--- config.mk ---
export PLATFORM = sky130hd
export DESIGN_NAME = fifo_flujo
export DESIGN_NICKNAME = d
export VERILOG_FILES = /design/src/rtl/fifo_flujo.sv
export SDC_FILE = /design/constraint.sdc
export NUM_CORES = 1
export LEC_CHECK = 0
export ABC_AREA = 0
export BUFFER_PORTS_ARGS = -buffer_cell sky130_fd_sc_hd__buf_2
export CORE_MARGIN = 2
export CORE_UTILIZATION = 60
export DETAILED_ROUTE_END_ITERATION = 12
export PLACE_DENSITY = 0.81
export SYNTH_ARGS = -nofsm -noshare
export SYNTH_HDL_FRONTEND = slang
export SYNTH_SLANG_ARGS = --single-unit
--- constraint.sdc ---
create_clock -name clk -period 8.2 [get_ports clk]
set_input_delay 1.64 -clock clk [delete_from_list [all_inputs] [get_ports clk]]
set_output_delay 1.64 -clock clk [all_outputs]
set_load 0.03 [all_outputs]
--- src/rtl/fifo_flujo.sv ---
// fifo_flujo: synchronous FIFO with programmable almost-full/almost-empty
// thresholds, registered status flags and sticky overflow/underflow errors.
// Storage is not reset; pointers, count, flags and read data are.
module fifo_flujo #(
  parameter int DATA_WIDTH = 8,
  parameter int ADDR_WIDTH = 3
) (
  input  logic                  clk,
  input  logic                  rst,
  input  logic                  wr_en,
  input  logic [DATA_WIDTH-1:0] data_in,
  input  logic                  rd_en,
  input  logic [ADDR_WIDTH:0]   umbral_af,
  input  logic [ADDR_WIDTH:0]   umbral_ae,
  output logic [DATA_WIDTH-1:0] data_out,
  output logic                  valid_out,
  output logic [ADDR_WIDTH:0]   count,
  output logic                  full,
  output logic                  almost_full,
  output logic                  empty,
  output logic                  almost_empty,
  output logic                  error_overflow,
  output logic                  error_underflow
);

  localparam int                DEPTH   = 2 ** ADDR_WIDTH;
  localparam logic [ADDR_WIDTH:0] DEPTH_C = (ADDR_WIDTH + 1)'(DEPTH);

  // Storage array (intentionally without reset)
  logic [DATA_WIDTH-1:0] mem_q [DEPTH];

  // State registers and their next-state values
  logic [ADDR_WIDTH-1:0] wr_ptr_q, wr_ptr_d;
  logic [ADDR_WIDTH-1:0] rd_ptr_q, rd_ptr_d;
  logic [ADDR_WIDTH:0]   count_q, count_d;
  logic [DATA_WIDTH-1:0] data_out_q, data_out_d;
  logic                  valid_out_q, valid_out_d;
  logic                  full_q, full_d;
  logic                  almost_full_q, almost_full_d;
  logic                  empty_q, empty_d;
  logic                  almost_empty_q, almost_empty_d;
  logic                  err_ovf_q, err_ovf_d;
  logic                  err_unf_q, err_unf_d;

  // Accepted operations; a read on a full FIFO frees room for a same-cycle write
  logic rd_ok, wr_ok;

  // Acceptance of read/write requests from the registered flags
  always_comb begin
    rd_ok = rd_en && !empty_q;
    wr_ok = wr_en && (!full_q || rd_ok);
  end

  // Next-state for pointers, occupancy, read data, flags and sticky errors
  always_comb begin
    wr_ptr_d    = wr_ptr_q;
    rd_ptr_d    = rd_ptr_q;
    count_d     = count_q;
    data_out_d  = data_out_q;
    valid_out_d = 1'b0;
    err_ovf_d   = err_ovf_q;
    err_unf_d   = err_unf_q;

    if (wr_ok) begin
      wr_ptr_d = wr_ptr_q + ADDR_WIDTH'(1);
    end else begin
      wr_ptr_d = wr_ptr_q;
    end

    if (rd_ok) begin
      rd_ptr_d    = rd_ptr_q + ADDR_WIDTH'(1);
      data_out_d  = mem_q[rd_ptr_q];
      valid_out_d = 1'b1;
    end else begin
      rd_ptr_d    = rd_ptr_q;
      data_out_d  = data_out_q;
      valid_out_d = 1'b0;
    end

    case ({wr_ok, rd_ok})
      2'b10:   count_d = count_q + (ADDR_WIDTH + 1)'(1);
      2'b01:   count_d = count_q - (ADDR_WIDTH + 1)'(1);
      default: count_d = count_q;
    endcase

    if (wr_en && !wr_ok) begin
      err_ovf_d = 1'b1;
    end else begin
      err_ovf_d = err_ovf_q;
    end

    if (rd_en && !rd_ok) begin
      err_unf_d = 1'b1;
    end else begin
      err_unf_d = err_unf_q;
    end

    // Flags follow the occupancy after this edge and the thresholds sampled now
    full_d         = (count_d == DEPTH_C);
    empty_d        = (count_d == {(ADDR_WIDTH + 1){1'b0}});
    almost_full_d  = (count_d >= umbral_af);
    almost_empty_d = (count_d <= umbral_ae);
  end

  // Control/status state register with synchronous reset
  always_ff @(posedge clk) begin
    if (rst) begin
      wr_ptr_q       <= {ADDR_WIDTH{1'b0}};
      rd_ptr_q       <= {ADDR_WIDTH{1'b0}};
      count_q        <= {(ADDR_WIDTH + 1){1'b0}};
      data_out_q     <= {DATA_WIDTH{1'b0}};
      valid_out_q    <= 1'b0;
      full_q         <= 1'b0;
      almost_full_q  <= 1'b0;
      empty_q        <= 1'b1;
      almost_empty_q <= 1'b1;
      err_ovf_q      <= 1'b0;
      err_unf_q      <= 1'b0;
    end else begin
      wr_ptr_q       <= wr_ptr_d;
      rd_ptr_q       <= rd_ptr_d;
      count_q        <= count_d;
      data_out_q     <= data_out_d;
      valid_out_q    <= valid_out_d;
      full_q         <= full_d;
      almost_full_q  <= almost_full_d;
      empty_q        <= empty_d;
      almost_empty_q <= almost_empty_d;
      err_ovf_q      <= err_ovf_d;
      err_unf_q      <= err_unf_d;
    end
  end

  // Memory write port; reset blocks the write so no word is stored
  always_ff @(posedge clk) begin
    if (wr_ok && !rst) begin
      mem_q[wr_ptr_q] <= data_in;
    end
  end

  assign data_out        = data_out_q;
  assign valid_out       = valid_out_q;
  assign count           = count_q;
  assign full            = full_q;
  assign almost_full     = almost_full_q;
  assign empty           = empty_q;
  assign almost_empty    = almost_empty_q;
  assign error_overflow  = err_ovf_q;
  assign error_underflow = err_unf_q;

endmodule
# Word level (Yosys, flattened, before mapping)
# Memories as Yosys holds them, arrays and structs flattened. A register that Yosys moved wholly into a read port is not among the register bits.
# Cells that the tools add are included.
totals:
  in_bits: 20
  mem_count: 1
  register_bits: 17
  out_inout_bits: 19
  wordCells: 36
  ram_bits: 64
op_classes:
  eq_ne: 3
  muxes: 4
  reduce_logical: 12
  n_addsub: 4
  n_lt_le_gt_ge: 2
memory_table:
  columns: ["name", "depth", "width", "read_ports", "rd_clocked_by_memory_dff", "wr", "line", "text"]
  rows:
  - ["mem_q", 8, 8, 1, 1, 1, "30", "logic [DATA_WIDTH-1:0] mem_q [DEPTH];"]
ops:
  columns: ["cell", "count"]
  rows:
  - ["$pmux W4 S2", 1]
  - ["$add A3 B1 Y3 const B", 2]
  - ["$logic_and A1 B1 Y1", 5]
  - ["$logic_not A1 Y1", 5]
  - ["$add A4 B1 Y4 const B", 1]
  - ["$eq A4 B4 Y1 const B", 1]
  - ["$ge A4 B4 Y1", 1]
  - ["$le A4 B4 Y1", 1]
  - ["$logic_not A4 Y1", 1]
  - ["$sub A4 B1 Y4 const B", 1]
  - ["$mux W1", 3]
  - ["$eq A2 B1 Y1 const B", 1]
  - ["$eq A2 B2 Y1 const B", 1]
  - ["$logic_or A1 B1 Y1", 1]

# Longest topological paths before layout
# Gate-level depths: netlist (run 1).
depth:
  depth_word: 7
  mapped_depth: 16
  depth_no_buf: 15

# Least setup slack after synthesis (run 1)
# OpenSTA, ideal clock, no wires.
synth_path:
  kind: "in2reg"
  startpoint: "input rd_en"
  endpoint: "register almost_full_q (netlist: almost_full)"
  n_path_buf: 1
  cell_stages: 15
  path_slack_ns: 4.060
  required_ns: 8.133
  t_arrival_ns: 4.072
  setup_ns: 0.067
  path_cell_list: "nand2b_1 nand2_1 and2_1 clkbuf_1 inv_1 ha_1 xor2_1 ha_1 mux2i_1 inv_1 ha_1 a21oi_1 or2_2 a22o_1 a21oi_2"
synth_between:
  elab_chain_len: 6
  elab_cells_between_ends: 7
  classes_between: "order compare: 1; eq/ne: 2; mux: 1; reduce/logical: 3"
synth_rtl:
  columns: ["item", "line", "text"]
  rows:
  - ["from (decl)", "12", "input logic rd_en,"]
  - ["$logic_and A1 B1 Y1 (*)", "50", "rd_ok = rd_en && !empty_q;"]
  - ["$logic_or A1 B1 Y1", "51", "wr_ok = wr_en && (!full_q || rd_ok);"]
  - ["$logic_and A1 B1 Y1", "51", null]
  - ["$eq A2 B1 Y1 / $eq A2 B2 Y1 (equally long branches)", "80", "case ({wr_ok, rd_ok})"]
  - ["$pmux W4 S2 (*)", "80", null]
  - ["named net count_d[1]", "35", "logic [ADDR_WIDTH:0] count_q, count_d;"]
  - ["$ge A4 B4 Y1 (*)", "101", "almost_full_d = (count_d >= umbral_af);"]
  - ["to (signal assigned)", "126", "almost_full_q <= almost_full_d;"]
  - ["to (decl)", "39", "logic almost_full_q, almost_full_d;"]
# The timed path passes the listed nets; every way through them passes the cells marked *.
# A chain may end at the register's enable or synchronous reset.

# Worst setup path in the final report (run 1)
# Ends and elaborated chain as after synthesis.

==> out/results.ini, run 1 <==
[synthesis]
synth_ff_type=edfxtp_1
postSynth.asyncResetShare_pct=0
synth-simple-area-share_pct=6.73
synth_nets=266
synth_top_family_by_area=multiplexers
synth_edf_count=64
synth_compound_area_share_pct=5.13
synth_seq_cells=89
synth_area_per_cell_um2=15.3
synth_cell_types=36
yosys.area_share.xor_xnor_pct=2.57
ys_seq_area_share_pct=67.2
netlist_area_um2=3610
yosys_warnings=0
synth_mux_area_share_pct=12.5
synthAdderAreaFrac_pct=3.47
syn-instance-count=236

[timing]
hold_viol=0
finClkSkew_ns=0.00793
finalSetupViolCount=0
worst_pin_slew_ns=0.905
finalCritPeriodShare_pct=49.7
fmax_mhz=245
period_minus_slack_ns=4.08
maxSlewHeadroom_pct=39.5
tns_ns=0
rsz0062_at_grt=false
maxSlewViolCount=0

[pwr]
seq_power_share_pct=49.1
combPwrFrac_pct=24.8
cellLeakagePower_nw=1.50
power_density_nw_per_um2=267
vdd_ir_drop_max_v=0.000165
power.total_mw=1.09
p_int_mw=0.741
netSwitchingFraction_pct=32.0
clock_power_share_pct=26.2
p_sw_mw=0.349

[global_routing]
antenna_found_initial=0
grt_pass1_wl_um=9470
grt_pass1_vias=1917
grt_max_degree=30
grt-ovfl-total=0
grt_use_total_pct=20.2

[route]
vias=2028
drt_wl_total_um=6240
viasPerCell=5.63
drtAntennaViolNets=0
first_pass_iters=4
initialDrtViolationCount=242
drc_errors=0
wl_per_cell_um=17.3

[placement]
io_buffers=38
dpl.hpwl_um=4140
gp_congestion=0.792

[finish]
drive_gt1_share_pct=27.7
final-seq-area_um2=2420
layout_commonest_cell=edfxtp_1
layout_common_cells=64 x edfxtp_1, 38 x buf_2, 25 x nor2_1, 25 x dfxtp_1, 16 x mux4_2
n_antenna_cell=0
nets=310
multi_input_area_um2=1100
area_growth_syn_to_layout_pct=13.1
fillerInstances=399

[worst_setup_path]
start_kind=primary input
crit_arrival_ns=4.37
critPathMaxFanout=21
crit_required_ns=8.49
worstSetupEndpointType=flop
critPathKind=in2reg

[cts]
clkTransAtPathRegs_ns=0.09
cts_resized=0
cts_buffer_depth=2
cts_root_buf=clkbuf_8
cts_tree=built
cts.sinks=89
cts_buffers=9
post-cts-setup-buffers=0
worstSkewPairLatency_ns=0.35
ctsHoldBuffers=0
cts.htree.levels=3

[run]
drv_cap=0

[worst_hold_path]
hp-class=reg2reg

[die]
core_region_area_um2=5850
start_util_pct=61.7
die_h_um=81.5
num_rows=28
die_w_um=81.5
io_pins=39
die_area_um2=6650

[run_status]
status=finished, final reports clean

==> power groups by stage <==
stage | logic [mW] | clock network, mW | registers, mW
floorplan | 0.165 | 0 | 0.585
global placement | 0.264 | 0 | 0.545
detailed placement | 0.271 | 0 | 0.545
CTS | 0.272 | 0.291 | 0.535
global route | 0.301 | 0.311 | 0.539
finish | 0.270 | 0.285 | 0.535
==> sequential cells by signal (all words and copies together) (netlist names) <==
name / cells
mem_q: 64
data_out: 8
empty: 1
error_underflow: 1
wr_ptr_q: 3
almost_empty: 1
almost_full: 1
count: 4
rd_ptr_q: 3
valid_out: 1
error_overflow: 1
full: 1
==> per-layer routing <==
layer	track usage, %	routed length (um)	part of all wire (%)
met1	27.4	2820	45
met2	31.7	2930	47
met3	3.74	385	6.2
met4	9.83	104	1.7
met5	0	0	0
==> cell type report <==
class	instances	share of cell area (%)
clock buffer	9	3.04
clock inverter	7	1.63
inverter	11	1.01
multi-input combinational	125	26.9
sequential	89	59.4
tap	75	2.30
timing repair buffer	44	5.77
==> Yosys cell counts (2+ instances only) <==
cell	instances	share of area [%]
clkbuf_1	6	0.62
inv_1	11	1.1
a21oi_1	7	0.97
mux4_2	16	10
buf_2	2	0.28
a21oi_2	2	0.49
mux2i_1	9	2.5
nand2_1	11	1.1
buf_1	2	0.21
xnor2_1	4	0.97
edfxtp_1	64	53
o21ai_0	2	0.28
nor2_1	25	2.6
dfxtp_1	25	14
ha_1	10	3.5
nand2b_1	2	0.35
a211oi_1	10	2.1
nor3_1	6	0.83
xor2_1	4	0.97
and2_1	2	0.35
==> worst paths after layout <==
path                   from        endpoint  cells past startpoint  slack, ns
max                   rd_en     almost_full                     13       4.12
min          error_overflow  error_overflow                      2       0.47
max reg2reg           empty     almost_full                     12       5.08
min reg2reg  error_overflow  error_overflow                      2       0.47
==> worst max-delay path, cell delays in order <==
cell and delay, ns:
buf_2 0.09, nand2b_1 0.11, inv_1 0.47, ha_1 0.37, xor2_1 0.18, ha_1 0.25, mux2i_1 0.23, inv_1 0.10
ha_1 0.28, a21oi_1 0.07, or2_2 0.27, a22o_1 0.21, a21oi_2 0.10
==> stage by stage <==
step	cell area [um2]	util [%]	setup WS (ns)	cells	hold WS [ns]
6_report	4080	69.7	4.12	360	0.472
5_1_grt	4080	69.7	3.86	360	0.529
4_1_cts	4080	69.7	4.11	360	0.471
3_5_place_dp	3890	66.5	3.77	344	0.450
3_3_place_gp	3890	66.5	3.88	344	0.441
2_1_floorplan	3610	-	4.06	236	0.502
==> cells by family after synthesis <==
logic type                 after synthesis
DFF                                     89
and+or+nand+nor                         54
AOI/OAI and AO/OA                       27
muxes                                   25
buffers and inverters                   22
adders and majority gates               10
xor gates and xnor gates                 9
No activity file was read; power rests on OpenSTA's default activity.
==> run 2, diff against run 1 <==
Settings changed: CORE_UTILIZATION 60 to 52, PLACE_DENSITY 0.81 to 0.75.
Clock period 8.2 ns to 3.7 ns, I/O delays scaled along.
==> out/results.ini, run 2 (same netlist as run 1, synthesis figures left out) <==
[cts]
cts.htree.levels=3  ; unchanged
cts_buffers=9  ; unchanged
clkTransAtPathRegs_ns=0.09  ; about the same
cts_buffer_depth=2  ; unchanged
worstSkewPairLatency_ns=0.35  ; about the same
cts_root_buf=clkbuf_8  ; unchanged
cts_tree=built  ; unchanged
post-cts-setup-buffers=0  ; unchanged
cts_resized=0  ; unchanged
cts.sinks=89  ; unchanged
ctsHoldBuffers=0  ; unchanged

[placement]
placed_area_um2=3930  ; was 3890 um2
dp_slack_ns=0.193  ; was 3.77 ns
gp_congestion=0.810  ; was 0.792
dpl.hpwl_um=4030  ; was 4140 um
io_buffers=38  ; unchanged

[route]
first_pass_iters=4  ; unchanged
drt_wl_total_um=6180  ; was 6240 um
dr_wl_met3_um=272  ; was 385 um
drtAntennaViolNets=0  ; unchanged
drc_errors=0  ; unchanged
wl_per_cell_um=16.7  ; was 17.3 um
vias=2001  ; was 2028
viasPerCell=5.42  ; was 5.63
m1WireLength_um=2940  ; was 2820 um
wl_met2_um=2870  ; was 2930 um
top_layer_used=met4  ; unchanged
initialDrtViolationCount=140  ; was 242

[worst_setup_path]
slowest_stage=ha_1  ; was inv_1
max_stage_delay_ns=0.30  ; was 0.47 ns
start_kind=primary input  ; unchanged
cp_common_cell=ha_1  ; unchanged
worstPathCellList=buf_2, nand2b_1, nand2_1, and2_1, inv_1, ha_1, xor2_1, ha_1, mux2i_1, inv_1, ha_1, a21oi_1, or2_2, a22o_1, a21oi_2  ; was buf_2, nand2b_1, inv_1, ha_1, xor2_1, ha_1, mux2i_1, inv_1, ha_1, a21oi_1, or2_2, a22o_1, a21oi_2
critPathKind=in2reg  ; unchanged
crit_arrival_ns=3.44  ; was 4.37 ns
rr_worst_depth=14  ; was 12
critPathMaxFanout=7  ; was 21
crit_required_ns=3.99  ; was 8.49 ns
worstSetupEndpointType=flop  ; unchanged

[timing]
tns_ns=0  ; unchanged
finalWorstSetupSlack_ns=0.552  ; was 4.12 ns
maxSlewHeadroom_pct=39.1  ; was 39.5%
hold_viol=0  ; unchanged
finalCritPeriodShare_pct=85.1
rsz0062_at_grt=false  ; unchanged
maxSlewViolCount=0  ; unchanged
finalSetupViolCount=0  ; unchanged
period_minus_slack_ns=3.15
worst_pin_slew_ns=0.912  ; was 0.905 ns
finClkSkew_ns=0.00836  ; was 0.00793 ns
fmax_mhz=318
whs_ns=0.471  ; was 0.472 ns

[global_routing]
grt_use_total_pct=17.9  ; was 20.2%
antenna_found_initial=0  ; unchanged
grt-ovfl-total=0  ; unchanged
grt_pass1_vias=1976  ; was 1917
grt_max_degree=30  ; unchanged
grt_pass1_wl_um=9870  ; was 9470 um

[finish]
layout_common_cells=64 x edfxtp_1, 38 x buf_2, 25 x nor2_1, 25 x dfxtp_1, 16 x mux4_2  ; unchanged
multi_input_area_um2=1100  ; unchanged
design_area_um2=4110  ; was 4080 um2
n_antenna_cell=0  ; unchanged
layout_commonest_cell=edfxtp_1  ; unchanged
fillerInstances=536  ; was 399
nets=314  ; was 310
final-seq-area_um2=2420  ; unchanged
drive_gt1_share_pct=28.7  ; was 27.7%
largest_register=mem_q  ; unchanged
largest_reg_flops=64  ; unchanged
area_growth_syn_to_layout_pct=13.9  ; was 13.1%

[run_status]
status=finished, final reports clean  ; unchanged

[pwr]
vdd_ir_drop_max_v=0.000284  ; was 0.000165 V
power.total_mw=2.41  ; was 1.09 mW
power_density_nw_per_um2=588  ; was 267 nW/um2
cellLeakagePower_nw=1.51  ; was 1.50 nW

[run]
drv_cap=0  ; unchanged

[die]
die_w_um=87.3  ; was 81.5 um
start_util_pct=53.4  ; was 61.7%
num_rows=30  ; was 28
core_region_area_um2=6760  ; was 5850 um2
die_area_um2=7620  ; was 6650 um2
die_h_um=87.3  ; was 81.5 um
io_pins=39  ; unchanged

[worst_hold_path]
worstHoldPathCells=2  ; unchanged
hp-class=reg2reg  ; unchanged

[run 2: changes by cell type in the layout (fill, tap and decap cells not counted)]
| cell | change |
|---|---|
| buf_4 | +4 |
| inv_6 | +1 |
| clkinvlp_4 | +1 |
| inv_8 | -1 |
| clkinv_2 | +1 |
| clkinv_4 | -2 |
[run 2: metrics by stage]
stage,std cells,utilization (%)
floorplan,236,-
global placement,353,58.1
detailed placement,353,58.1
CTS,369,60.8
global route,369,60.8
finish,369,60.8
[run 2: path summary, 6_finish.rpt]
path / start / endpoint / slack (ns)
worst max-delay path: rd_en / almost_full / 0.55
worst min-delay path: error_overflow / error_overflow / 0.47
worst max register to register: empty / almost_full / 0.63
worst min register to register: error_overflow / error_overflow / 0.47
[run 2: layout make-up]
class / instances / share of cell area, %
inverter: 11 / 1.01
tap: 80 / 2.44
clock buffer: 9 / 3.02
timing repair buffer: 48 / 6.46
multi-input combinational: 125 / 26.7
sequential: 89 / 59.0
clock inverter: 7 / 1.43
[run 2: routing by layer]
layer / vias up / track usage [%]
met4: 0 / 7.27
met2: 49 / 27.5
met3: 8 / 3.79
met5: - / 0
met1: 962 / 25.0
li1: 982 / -
[run 2: worst max-delay path, delay by kind of cell]
kind	cells	cell delay (ns)
compound gates	3	0.37
xor+xnor	1	0.17
fa+ha+maj	3	0.82
buf+inv	3	0.41
mux	1	0.23
simple gates	4	0.69
[run 2: power by group]
group	switching, mW	total, mW	internal, mW
clock network	0.357	0.615	0.257
logic	0.333	0.593	0.260
registers	0.0710	1.21	1.14
total	0.761	2.41	1.65
==> run 3, diff against run 2 <==
Settings changed: ABC_AREA 0 to 1, BUFFER_PORTS_ARGS -buffer_cell sky130_fd_sc_hd__buf_2 to default, CORE_UTILIZATION 52 to 56, DONT_BUFFER_PORTS from default to 1, PLACE_DENSITY 0.75 to 0.74.
==> out/results.ini, run 3 <==
[finish]
design_area_um2=4050  ; was 4110 um2
multi_input_area_um2=1140  ; was 1100 um2
nets=386  ; was 314
drive_gt1_share_pct=10.5  ; was 28.7%
fillerInstances=504  ; was 536
final-seq-area_um2=2420  ; unchanged
area_growth_syn_to_layout_pct=7.43  ; was 13.9%
n_antenna_cell=0  ; unchanged
layout_common_cells=64 x edfxtp_1, 47 x nor2_1, 46 x o21ai_0  ; was 64 x edfxtp_1, 38 x buf_2, 25 x nor2_1, 25 x dfxtp_1, 16 x mux4_2
layout_commonest_cell=edfxtp_1  ; unchanged
largest_reg_flops=64  ; unchanged
largest_register=mem_q  ; unchanged

[die]
num_rows=29  ; was 30
io_pins=39  ; unchanged
die_area_um2=7410  ; was 7620 um2
core_region_area_um2=6420  ; was 6760 um2
start_util_pct=58.7  ; was 53.4%
die_w_um=86.1  ; was 87.3 um
die_h_um=86.1  ; was 87.3 um

[pwr]
netSwitchingFraction_pct=35.3  ; was 31.5%
vdd_ir_drop_max_v=0.000325  ; was 0.000284 V
p_sw_mw=0.976  ; was 0.761 mW
power_density_nw_per_um2=682  ; was 588 nW/um2
p_int_mw=1.79  ; was 1.65 mW
clock_power_share_pct=24.9  ; was 25.5%
combPwrFrac_pct=25.3  ; was 24.6%
seq_power_share_pct=49.8  ; was 50.0%
cellLeakagePower_nw=1.50  ; was 1.51 nW
power.total_mw=2.76  ; was 2.41 mW

[worst_setup_path]
crit_start=empty  ; was rd_en
critPathMaxFanout=9  ; was 7
rr_startpoint=empty  ; unchanged
worstSetupEndpointType=flop  ; unchanged
crit_arrival_ns=3.27  ; was 3.44 ns
crit_required_ns=3.95  ; was 3.99 ns
start_kind=flop  ; was primary input
critPathKind=reg2reg  ; was in2reg

[cts]
cts_tree=built  ; unchanged
cts_resized=0  ; unchanged
cts_buffers=9  ; unchanged
cts.sinks=89  ; unchanged
clkTransAtPathRegs_ns=0.08  ; was 0.09 ns
cts_root_buf=clkbuf_8  ; unchanged
cts.htree.levels=3  ; unchanged
post-cts-setup-buffers=0  ; unchanged
worstSkewPairLatency_ns=0.35  ; about the same
cts_buffer_depth=2  ; unchanged
ctsHoldBuffers=0  ; unchanged

[placement]
gp_congestion=0.791  ; was 0.810
placed_area_um2=3840  ; was 3930 um2
dpl.hpwl_um=4800  ; was 4030 um
io_buffers=0  ; was 38

[route]
drt_wl_total_um=7320  ; was 6180 um
initialDrtViolationCount=165  ; was 140
first_pass_iters=5  ; was 4
viasPerCell=5.81  ; was 5.42
drc_errors=0  ; unchanged
wl_per_cell_um=16.7  ; about the same
vias=2544  ; was 2001
drtAntennaViolNets=0  ; unchanged

[timing]
finClkSkew_ns=0.00639  ; was 0.00836 ns
maxSlewViolCount=0  ; unchanged
finalCritPeriodShare_pct=81.8  ; was 85.1%
maxSlewHeadroom_pct=41.4  ; was 39.1%
rsz0062_at_grt=false  ; unchanged
worst_pin_slew_ns=0.876  ; was 0.912 ns
tns_ns=0  ; unchanged
finalSetupViolCount=0  ; unchanged
hold_viol=0  ; unchanged
fmax_mhz=330  ; was 318 MHz
period_minus_slack_ns=3.03  ; was 3.15 ns

[synthesis]
synth_area_leaders=edfxtp_1 51%, dfxtp_1 13%, o21ai_0 6.1%, nor2_1 4.7%, nand2_1 3.4%  ; was edfxtp_1 53%, dfxtp_1 14%, mux4_2 10%, ha_1 3.5%, nor2_1 2.6%
synth_top_area_share_pct=51.0  ; was 53.3%
synth_ff_type=edfxtp_1  ; unchanged
synth_nets=383  ; was 266
synth_seq_cells=89  ; unchanged
netlist_top_cells_count=64 x edfxtp_1, 47 x nor2_1, 46 x o21ai_0  ; was 64 x edfxtp_1, 25 x dfxtp_1, 25 x nor2_1
netlist_area_um2=3770  ; was 3610 um2
synth_edf_count=64  ; unchanged
yosys_warnings=0  ; unchanged
yosysTopAreaCell=edfxtp_1  ; unchanged
synth_cell_types=28  ; was 36
syn-instance-count=353  ; was 236
postSynth.asyncResetShare_pct=0  ; unchanged
synth_area_per_cell_um2=10.7  ; was 15.3 um2
yosysMostFrequentCell=edfxtp_1  ; unchanged
ys_seq_area_share_pct=64.2  ; was 67.2%

[worst_hold_path]
hp-class=in2reg  ; was reg2reg
min_from=rst  ; was error_overflow

[global_routing]
grt-ovfl-total=0  ; unchanged
grt_max_degree=35  ; was 30
antenna_found_initial=0  ; unchanged
grt_pass1_wl_um=11800  ; was 9870 um
grt_pass1_vias=2332  ; was 1976
grt_use_total_pct=21.5  ; was 17.9%

[run]
drv_cap=0  ; unchanged

[run_status]
status=finished, final reports clean  ; unchanged

## run 3: changes by cell type in the layout (fill, tap and decap cells not counted), moves of 8 or more
| cell | change |
|---|---|
| o21ai_0 | +44 |
| buf_2 | -38 |
| nand2_1 | +23 |
| nor2_1 | +22 |
| inv_1 | +21 |
| mux4_2 | -16 |
| a211oi_1 | -10 |
| o21ai_1 | +10 |
| a21oi_1 | +9 |
| mux2i_1 | -9 |
| nand3_1 | +8 |
| o221ai_1 | +8 |
| o22ai_1 | +8 |
## run 3: final timing paths
path | cells after the start | slack, ns | endpoint
min reg2reg | 2 | 0.55 | wr_ptr_q[1]
max reg2reg | 18 | 0.67 | almost_full
max | 18 | 0.67 | almost_full
min | 1 | 0.45 | error_overflow
## run 3: logic make-up after synthesis
logic type	synth area share, %
xor gates and xnor gates	0.465
buffers and inverters	5.57
AOI/OAI and AO/OA	13.1
DFF	64.2
and+or+nand+nor	13.3
adders and majority gates	3.32
## run 3: cell type report
type                       count  area share [%]
multi-input combinational    213            28.1
clock buffer                  10            3.15
tap                           77            2.38
timing repair buffer           6            1.11
sequential                    89            59.8
inverter                      37            3.43
clock inverter                 6            2.04
## run 3: power by group through the flow
stage	Combinational (mW)	Sequential, mW	Clock [mW]
global placement	0.676	1.40	0
finish	0.699	1.38	0.687
detailed placement	0.697	1.40	0
global route	0.802	1.39	0.752
floorplan	0.564	1.37	0
CTS	0.702	1.38	0.699
## run 3: worst max-delay path, stage by stage (launching register included)
cell and delay, ns:
dfxtp_1 0.54, nor2_1 0.13, inv_2 0.12, nand2_1 0.07, nand2_2 0.16, ha_1 0.31, nand2_1 0.10, inv_2 0.10
nor2_4 0.04, ha_1 0.27, inv_1 0.03, o21ai_0 0.35, ha_1 0.31, a21oi_1 0.14, nand2_1 0.06, nand2_1 0.05
nand2_1 0.05, inv_1 0.06, nor2_2 0.03
## run 3: per-stage QoR
step                      cells  utilization, %  hold slack [ns]  setup WS [ns]
after CTS                   438            63.1            0.437          0.669
after global placement      422            59.8            0.533          0.566
after floorplan             353               -            0.492          0.634
after detailed placement    422            59.8            0.529          0.465
final                       438            63.1            0.451          0.672
after global routing        438            63.1            0.425          0.362
## run 3: metal layers
metal / GRT usage [%] / vias up / share of wire (%)
li1: - / 1233 / -
met1: 30.2 / 1184 / 43
met2: 32.0 / 119 / 46
met3: 6.83 / 8 / 9.2
met4: 6.78 / 0 / 1.0
met5: 0 / - / 0
